File: src/rtl/matmul_pkg.sv
// rtl/matmul_pkg.sv - shared types and constants for the matrix-multiply sequencer
//
// Purpose: sequencer state enum, default geometry and the accumulator width
// function used by matmul_seq_ctrl and matmul_mac.
package matmul_pkg;

  typedef enum logic [1:0] {
    LOAD_A  = 2'd0,
    LOAD_B  = 2'd1,
    COMPUTE = 2'd2,
    DRAIN   = 2'd3
  } state_t;

  localparam int DW_DEF = 4;
  localparam int N_DEF  = 2;

  // A dot product of N terms of two DW-bit values needs 2*DW + clog2(N) bits.
  function automatic int calc_accw(input int dw, input int n);
    return 2 * dw + $clog2(n);
  endfunction

endpackage

File: src/rtl/matmul_mac.sv
// rtl/matmul_mac.sv - registered unsigned multiply-accumulate unit
//
// Purpose: acc <= first ? a*b : acc + a*b, updated only when en is high.
// Ports:
//   clk, rst_n      clock, asynchronous active-low reset
//   en              perform one MAC step this cycle
//   first           load the product instead of accumulating
//   a, b [DW-1:0]   unsigned operands
//   acc [ACCW-1:0]  registered accumulator
module matmul_mac
  import matmul_pkg::*;
#(
  parameter int DW   = DW_DEF,
  parameter int ACCW = calc_accw(DW_DEF, N_DEF)
) (
  input  logic            clk,
  input  logic            rst_n,
  input  logic            en,
  input  logic            first,
  input  logic [DW-1:0]   a,
  input  logic [DW-1:0]   b,
  output logic [ACCW-1:0] acc
);

  logic [ACCW-1:0] prod;

  assign prod = ACCW'(a) * ACCW'(b);

  always_ff @(posedge clk or negedge rst_n) begin
    if (!rst_n) begin
      acc <= '0;
    end else if (en) begin
      acc <= first ? prod : acc + prod;
    end
  end

endmodule

File: src/rtl/matmul_seq_ctrl.sv
// rtl/matmul_seq_ctrl.sv - serial-load N x N matrix-multiply sequencer
//
// Purpose: loads A then B row-major over a valid/ready stream, computes
// C = A*B with one MAC per cycle (i, j, k order), then streams C row-major.
// Optional build macro MATMUL_JOBCNT_EN adds the job_cnt output.
// Ports:
//   clk, rst_n             clock, asynchronous active-low reset
//   clr                    synchronous abort of the current job
//   in_valid/in_ready      input handshake, in_data [DW-1:0]
//   out_valid/out_ready    output handshake, out_data [ACCW-1:0], out_last
//   busy                   high while computing or draining
//   job_cnt [7:0]          completed-job counter (MATMUL_JOBCNT_EN only)
module matmul_seq_ctrl
  import matmul_pkg::*;
#(
  parameter  int DW   = DW_DEF,
  parameter  int N    = N_DEF,
  localparam int ACCW = calc_accw(DW, N)
) (
  input  logic            clk,
  input  logic            rst_n,
  input  logic            clr,
  input  logic            in_valid,
  output logic            in_ready,
  input  logic [DW-1:0]   in_data,
  output logic            out_valid,
  input  logic            out_ready,
  output logic [ACCW-1:0] out_data,
  output logic            out_last,
  output logic            busy
`ifdef MATMUL_JOBCNT_EN
  ,
  output logic [7:0]      job_cnt
`endif
);

  localparam int NN = N * N;
  localparam int IW = $clog2(NN);
  localparam int CW = $clog2(N);
  localparam logic [IW-1:0] IDX_LAST = IW'(NN - 1);
  localparam logic [CW-1:0] K_LAST   = CW'(N - 1);

  state_t state, state_nxt;

  // cnt is the load position in LOAD_A/LOAD_B and the read index in DRAIN.
  logic [IW-1:0] cnt;
  logic [CW-1:0] ci, cj, ck;
  logic [DW-1:0]   a_mem [NN];
  logic [DW-1:0]   b_mem [NN];
  logic [ACCW-1:0] c_mem [NN];

  // The MAC result for (i, j) is registered, so its C write lands one cycle
  // after the k = N-1 step; the final write falls in the first DRAIN cycle,
  // well before that entry is read out.
  logic            wr_pend;
  logic [IW-1:0]   wr_idx;

  logic [IW-1:0]   a_idx, b_idx;
  logic [ACCW-1:0] mac_acc;
  logic            cnt_last, mac_last;

  assign a_idx    = IW'(ci) * IW'(N) + IW'(ck);
  assign b_idx    = IW'(ck) * IW'(N) + IW'(cj);
  assign cnt_last = (cnt == IDX_LAST);
  assign mac_last = (ci == K_LAST) && (cj == K_LAST) && (ck == K_LAST);

  matmul_mac #(
    .DW   (DW),
    .ACCW (ACCW)
  ) u_mac (
    .clk   (clk),
    .rst_n (rst_n),
    .en    (state == COMPUTE),
    .first (ck == '0),
    .a     (a_mem[a_idx]),
    .b     (b_mem[b_idx]),
    .acc   (mac_acc)
  );

  // State register
  always_ff @(posedge clk or negedge rst_n) begin
    if (!rst_n) begin
      state <= LOAD_A;
    end else begin
      state <= state_nxt;
    end
  end

  // Next-state logic; clr overrides every transition
  always_comb begin
    state_nxt = state;
    if (clr) begin
      state_nxt = LOAD_A;
    end else begin
      case (state)
        LOAD_A:  if (in_valid && cnt_last) state_nxt = LOAD_B;
        LOAD_B:  if (in_valid && cnt_last) state_nxt = COMPUTE;
        COMPUTE: if (mac_last)             state_nxt = DRAIN;
        DRAIN:   if (out_ready && cnt_last) state_nxt = LOAD_A;
        default: state_nxt = LOAD_A;
      endcase
    end
  end

  // Outputs decoded from state
  always_comb begin
    in_ready  = 1'b0;
    out_valid = 1'b0;
    out_last  = 1'b0;
    out_data  = '0;
    busy      = 1'b0;
    case (state)
      LOAD_A, LOAD_B: in_ready = 1'b1;
      COMPUTE:        busy = 1'b1;
      DRAIN: begin
        busy      = 1'b1;
        out_valid = 1'b1;
        out_last  = cnt_last;
        out_data  = c_mem[cnt];
      end
      default: ;
    endcase
  end

  // Counters, operand storage and result storage
  always_ff @(posedge clk or negedge rst_n) begin
    if (!rst_n) begin
      cnt     <= '0;
      ci      <= '0;
      cj      <= '0;
      ck      <= '0;
      wr_pend <= 1'b0;
      wr_idx  <= '0;
      for (int idx = 0; idx < NN; idx++) begin
        a_mem[idx] <= '0;
        b_mem[idx] <= '0;
        c_mem[idx] <= '0;
      end
    end else begin
      wr_pend <= 1'b0;
      if (wr_pend) begin
        c_mem[wr_idx] <= mac_acc;
      end
      if (clr) begin
        cnt <= '0;
        ci  <= '0;
        cj  <= '0;
        ck  <= '0;
      end else begin
        case (state)
          LOAD_A: begin
            if (in_valid) begin
              a_mem[cnt] <= in_data;
              cnt        <= cnt_last ? '0 : cnt + 1'b1;
            end
          end
          LOAD_B: begin
            if (in_valid) begin
              b_mem[cnt] <= in_data;
              cnt        <= cnt_last ? '0 : cnt + 1'b1;
            end
          end
          COMPUTE: begin
            wr_pend <= (ck == K_LAST);
            wr_idx  <= IW'(ci) * IW'(N) + IW'(cj);
            if (ck == K_LAST) begin
              ck <= '0;
              if (cj == K_LAST) begin
                cj <= '0;
                ci <= (ci == K_LAST) ? '0 : ci + 1'b1;
              end else begin
                cj <= cj + 1'b1;
              end
            end else begin
              ck <= ck + 1'b1;
            end
          end
          DRAIN: begin
            if (out_ready) begin
              cnt <= cnt_last ? '0 : cnt + 1'b1;
            end
          end
          default: ;
        endcase
      end
    end
  end

`ifdef MATMUL_JOBCNT_EN
  // Counts completed jobs; deliberately ignores clr.
  always_ff @(posedge clk or negedge rst_n) begin
    if (!rst_n) begin
      job_cnt <= 8'd0;
    end else if (out_valid && out_ready && out_last) begin
      job_cnt <= job_cnt + 8'd1;
    end
  end
`endif

endmodule

File: config.mk
export PLATFORM = sky130hd
export DESIGN_NAME = matmul_seq_ctrl
export DESIGN_NICKNAME = d
export VERILOG_FILES = /design/src/rtl/matmul_pkg.sv /design/src/rtl/matmul_mac.sv /design/src/rtl/matmul_seq_ctrl.sv
export SDC_FILE = /design/constraint.sdc
export NUM_CORES = 1
export LEC_CHECK = 0
export CORE_UTILIZATION = 35
export CTS_CLUSTER_SIZE = 28
export DETAILED_ROUTE_END_ITERATION = 6
export PLACE_DENSITY_LB_ADDON = 0.3
export RECOVER_POWER = 25
export SYNTH_ARGS = -nofsm -noshare
export SYNTH_HDL_FRONTEND = slang
export SYNTH_SLANG_ARGS = --single-unit
File: constraint.sdc
create_clock -name clk -period 11.5 [get_ports clk]
set_clock_uncertainty 0.1 [all_clocks]
set_input_delay 2.3 -clock clk [delete_from_list [all_inputs] [get_ports clk]]
set_output_delay 2.3 -clock clk [all_outputs]
set_load 0.05 [all_outputs]
# --- Word-level counts from Yosys, hierarchy flattened ---
# Cells that the tools add are included.
word_totals:
  register_bits: 87
  in_bits: 9
  out_inout_bits: 13
classes:
  n_addsub: 8
  multipliers: 1
  magnitude_cmp: 6
  eq_ne: 10
  muxes: 47
  bitwise: 5
  n_reduce_logical: 20
ops:
  columns: ["operator", "n"]
  rows:
  - ["9-bit 2-to-1 mux", 5]
  - ["36-bit bitwise mux", 1]
  - ["16-bit bitwise mux", 2]
  - ["4-bit 2-to-1 mux", 5]
  - ["9-bit binary-select mux with 2-bit select", 1]
  - ["9-bit demux with 2-bit select", 1]
  - ["1-bit 2-to-1 mux", 18]
  - ["2-bit 2-to-1 mux", 9]
  - ["4-bit binary-select mux with 2-bit select", 2]
  - ["3-bit inequality test, second input constant", 5]
  - ["3-bit >= comparator, second input constant", 4]
  - ["2-bit NOT with 3-bit output", 4]
  - ["3-bit AND reduction", 4]
  - ["9-bit by 8-bit adder with 9-bit output", 1]
  - ["4-bit demux with 2-bit select", 1]
  - ["4-bit by 4-bit multiplier with 8-bit output", 1]
  - ["2-bit case mux with 4 select lines", 1]
  - ["2-bit by 1-bit adder with 2-bit output", 3]
  - ["2-bit equality test, second input constant", 3]
  - ["1-bit logical AND", 6]
  - ["3-bit by 1-bit < comparator with 1-bit output, second input constant", 2]
  - ["2-bit nonzero test", 3]
  - ["2-bit case mux with 2 select lines", 1]
  - ["2-bit AND reduction", 2]
  - ["9 further kinds", 12]

# --- Logic depth before layout (Yosys ltp) ---
depth:
  depth_word: 8
  mapped_depth: 19

# --- By module ---
# Synthesis repeated with hierarchy kept, for this count alone.
unflattened:
  cells_unflattened: 387
  area_unflattened_um2: 5057.4
by_module_without_submodules:
  columns: ["mod", "n_inst", "cells_each", "area_each_um2", "seq_area_each_um2"]
  rows:
  - ["matmul_seq_ctrl", 1, 244, 3811.2, 1951.9]
  - ["matmul_mac", 1, 143, 1246.2, 225.2]

# --- Worst setup path after synthesis ---
# OpenSTA, ideal clock, no wires.
synth_timing:
  path_type: "flip-flop to flip-flop"
  start: "register ck"
  end: "register u_mac.acc[6]"
  t_arrival_ps: 4266
  slack_ps: 7052
  path_stages_with_launch: 17
  synth_period_minus_slack_ps: 4448
  path_cell_list: "dfrtp_1 buf_6 buf_4 mux4_2 and2_1 fa_1 ha_1 ha_1 nor2b_1 o21a_1 or3_1 and2_1 ha_1 or4_1 o31ai_1 o21ai_0 a31oi_1"
synth_between:
  elab_chain_cells: 8
synth_lines:
  columns: ["item", "line", "rtl"]
  rows:
  - ["start, declared", "matmul_seq_ctrl.sv:47", "logic [CW-1:0] ci, cj, ck;"]
  - ["start signal, assigned", "matmul_seq_ctrl.sv:175", "ck <= ck + 1'b1;"]
  - ["2-bit by 1-bit adder with 2-bit output (on tied branches)", "matmul_seq_ctrl.sv:62, matmul_seq_ctrl.sv:63", null]
  - ["2-bit NOT with 3-bit output (on tied branches)", "matmul_seq_ctrl.sv:75, matmul_seq_ctrl.sv:76", null]
  - ["4-bit binary-select mux with 2-bit select (on tied branches)", "matmul_seq_ctrl.sv:75, matmul_seq_ctrl.sv:76", null]
  - ["4-bit 2-to-1 mux (on tied branches) (2 in series)", "matmul_seq_ctrl.sv:75, matmul_seq_ctrl.sv:76", null]
  - ["4-bit by 4-bit multiplier with 8-bit output", "matmul_mac.sv:27", "assign prod = ACCW'(a) * ACCW'(b);"]
  - ["9-bit by 8-bit adder with 9-bit output", "matmul_mac.sv:33", "acc <= first ? prod : acc + prod;"]
  - ["9-bit 2-to-1 mux (*)", "matmul_mac.sv:33", null]
  - ["end signal, assigned", "matmul_mac.sv:33", null]
  - ["end, declared", "matmul_mac.sv:22", "output logic [ACCW-1:0] acc"]
# Mark *: on every way between the ends. The rest lies on a longest branch, timed or not. The select of a mux whose other input is x is not followed.
# A chain may end at the register's enable or synchronous reset.

# --- Worst setup path in the final report ---
# Ends and elaborated chain as after synthesis.

==> results.txt <==
Yosys cell types: 47
Cell Count, Final, Fillers Out: 592
antenna viol nets, final: 0
Synth Warn #: 0
Area Growth Syn to Fin: 13.17%
CTS tree: built
fill cell count: 1300
run status: finished, violations left
Overflow after GRT: 0
worst hold path type: flip-flop to flip-flop
Syn Area/Cell: 12.44 sq um
largest net degree at the start of global routing: 72
first-pass GRT wire length: 16150 um
drt wl/cell: 16.02 um
Hold Fails Final Rpt: 0
mapped cell area: 4875 sq um
Sw Pwr: 0.3987 mW
design internal power: 0.7032 mW
final setup TNS: 0 ns
vias in the first global route: 3268
core box area: 13400 sq um
die height: 120.0 um
crit path DAT: 5.51 ns
Yosys top cell area share: 44.66%
P_leak: 2.541 nW
Critical Path RT: 11.67 ns
switch share: 36.18%
CTS buffer count: 9
worst-path fanout max: 25
RSZ-0062 raised after global routing: false
cell taking the most area after synthesis: dfrtp_1
slack of the worst reg-to-reg path: 6.16 ns
I/O pins: 22
drt total wl: 9484 um
setup bufs post-CTS: 0
die area: 14400 sq um
share of cells above drive strength 1: 24.76%
Crit. End Element: flip-flop
Port Buf Inserts: 21
reg2reg start: ck
max-cap violation count: 1
top cells by area, synth: dfrtp_1, mux2_2, ha_1
Post-synth EDFFs: 0
Hold Crit Start: c_mem[26]
Post-CTS Resized: 0
Slew Limit Headroom: -20.67%
Reg2Reg Depth: 14
VDD IR max: 112.0 uV
latest clock arrival within the worst-skew pair: 0.35 ns
maximum root-to-sink buffer count: 2
Worst setup SP type: flip-flop
register clock-pin slew on the reported worst setup and hold paths: 0.07 ns
sequential share of power: 38.5%
via count: 3158
asr flop ratio synth: 100.0%
initial antenna violation count: 0
Slew Limit Fails: 10
Final min period: 5.341 ns
syn_nets: 435
Clock power frac: 25.3%
Via density: 5.334
CTS Sinks: 87
drt drc: 0
Antenna diodes: 0
Critical Path Source: ck
Die W: 120.0 um
fin crit share: 46.44%
Nets: 454
hold buffers post-CTS: 0
measured slew at the worst slew-check pin: 1.806 ns
power per cell area: 199.7 nW/um^2
Main synth FF type: dfrtp_1
routability cong.: 0.7444
CTS root buf: clkbuf_16
Crit Path Category: flip-flop to flip-flop
dpl cells: 576
Syn Inst Count: 392
DP HPWL: 6837 um
Critical Path End: u_mac.acc[6]
combinational fraction of design power: 36.3%
DR pass1 iterations: 4
failing checks: capacitance limit, slew limit
Cell Rows: 42
Fin Hold WS: 0.3835 ns
Tot GR Track Use: 14.63%
Seq cells post-synth: 87
DR iter-0 viols: 190
final setup vio count: 0
Starting Density: 36.38%
register area share after synthesis: 44.66%
R2R Path End: u_mac.acc[6]
max frequency: 187.2 MHz
number of H-tree levels: 3
-- registers in the layout, indices dropped and copies added (netlist names), 2 cells and up --
register   cells
wr_idx         2
b_mem         16
state          2
u_mac.acc      9
c_mem         36
a_mem         16
cnt            2
-- kinds of logic (layout without fill, tap and decap cells) --
family / count (synthesis) / in the layout / share of synthesized area, %
adders and majority gates: 34 / 34 / 9.497
AOI/OAI and AO/OA: 47 / 47 / 6.520
DFF: 87 / 87 / 44.66
buffers and inverters: 31 / 55 / 2.926
muxes: 90 / 90 / 24.85
xor gates and xnor gates: 8 / 8 / 1.437
and+or+nand+nor: 95 / 95 / 10.11
-- synth_stat cells, types with 2 or more instances --
| cell | number |
|---|---|
| a21o_1 | 4 |
| buf_2 | 4 |
| ha_1 | 29 |
| o31ai_1 | 2 |
| fa_1 | 5 |
| xnor2_1 | 6 |
| o2111ai_1 | 2 |
| o21ai_0 | 10 |
| inv_1 | 15 |
| a21oi_1 | 9 |
| nand3_1 | 14 |
| nand2b_1 | 3 |
| nor2b_1 | 5 |
| mux2i_1 | 4 |
| mux4_1 | 3 |
| a31oi_1 | 3 |
| nor2_1 | 19 |
| o21a_1 | 2 |
| a211oi_1 | 6 |
| nand4_1 | 2 |
| mux2_2 | 69 |
| xor2_1 | 2 |
| mux4_2 | 14 |
| dfrtp_1 | 87 |
| or3_1 | 3 |
| clkbuf_1 | 7 |
| buf_4 | 3 |
| and2_1 | 24 |
| nor3_1 | 3 |
| nand3b_1 | 2 |
| nand2_1 | 15 |
-- metrics by stage --
stage | setup slack (ns) | utilization (%) | area [sq um] | total power [mW]
6_report | 6.159 | 41.17 | 5517 | 1.102
5_1_grt | 5.817 | 41.17 | 5517 | 1.185
4_1_cts | 6.162 | 41.23 | 5525 | 1.116
3_5_place_dp | 6.178 | 39.12 | 5243 | 0.8283
3_3_place_gp | 6.230 | 39.12 | 5243 | 0.8137
2_1_floorplan | 7.052 | - | 4875 | 0.7304
-- metal layers --
metal,vias up,GRT usage (%),part of all wire [%]
met3,13,3.279,3.1
met5,-,0,0
met4,0,5.781,1.6
li1,1468,-,-
met1,1631,18.57,45
met2,46,24.10,50
-- area by class of cell --
cell class / count / area, sq um / share of cell area [%]
timing repair buffer: 23 / 219.0 / 3.969
inverter: 16 / 62.56 / 1.134
sequential: 87 / 2177 / 39.46
clock buffer: 10 / 229.0 / 4.151
tap: 176 / 220.2 / 3.992
clock inverter: 6 / 53.80 / 0.9753
multi-input combinational: 274 / 2555 / 46.31
-- critical path, stage by stage, from the launching register on --
cell	delay, ns
dfrtp_1	1.01
mux4_1	0.71
and2_1	0.21
fa_1	0.48
ha_1	0.31
ha_1	0.35
nor2b_1	0.15
o21a_1	0.17
or3_1	0.32
and2_1	0.17
ha_1	0.35
or4_1	0.54
o31ai_1	0.07
o21ai_0	0.12
a31oi_1	0.21
-- layout by cell type (no fill, tap or decap), types with 3 or more instances in the layout --
cell             instances
nand2b_1                 3
ha_1                    29
clkdlybuf4s50_1         20
nand3_1                 14
mux4_2                  14
mux2i_1                  4
nor2b_1                  5
fa_1                     5
mux4_1                   3
clkbuf_16                9
dfrtp_1                 87
nor3_1                   3
nor2_1                  19
o21ai_0                 10
clkinvlp_4               3
a211oi_1                 6
a31oi_1                  3
or3_1                    3
a21oi_1                  9
a21o_1                   4
nand2_1                 15
inv_1                   15
xnor2_1                  6
mux2_2                  69
and2_1                  24
-- power groups by stage --
stage	Clock, mW	Sequential [mW]	Combinational, mW
2_1_floorplan	0	0.396	0.335
3_3_place_gp	0	0.428	0.386
3_5_place_dp	0	0.432	0.396
4_1_cts	0.288	0.426	0.401
5_1_grt	0.299	0.436	0.450
6_report	0.278	0.424	0.400
-- how the worst min path moves through the flow --
stage               slack, ns  depth (start not counted)   endpoint
floorplan                0.34                          2  c_mem[17]
detailed placement       0.37                          2  c_mem[26]
finish                   0.38                          2  c_mem[26]
CTS                      0.38                          2  c_mem[26]
global route             0.39                          2  c_mem[26]
global placement         0.36                          2  c_mem[26]
Note: power is estimated with default switching activity, not from simulation.
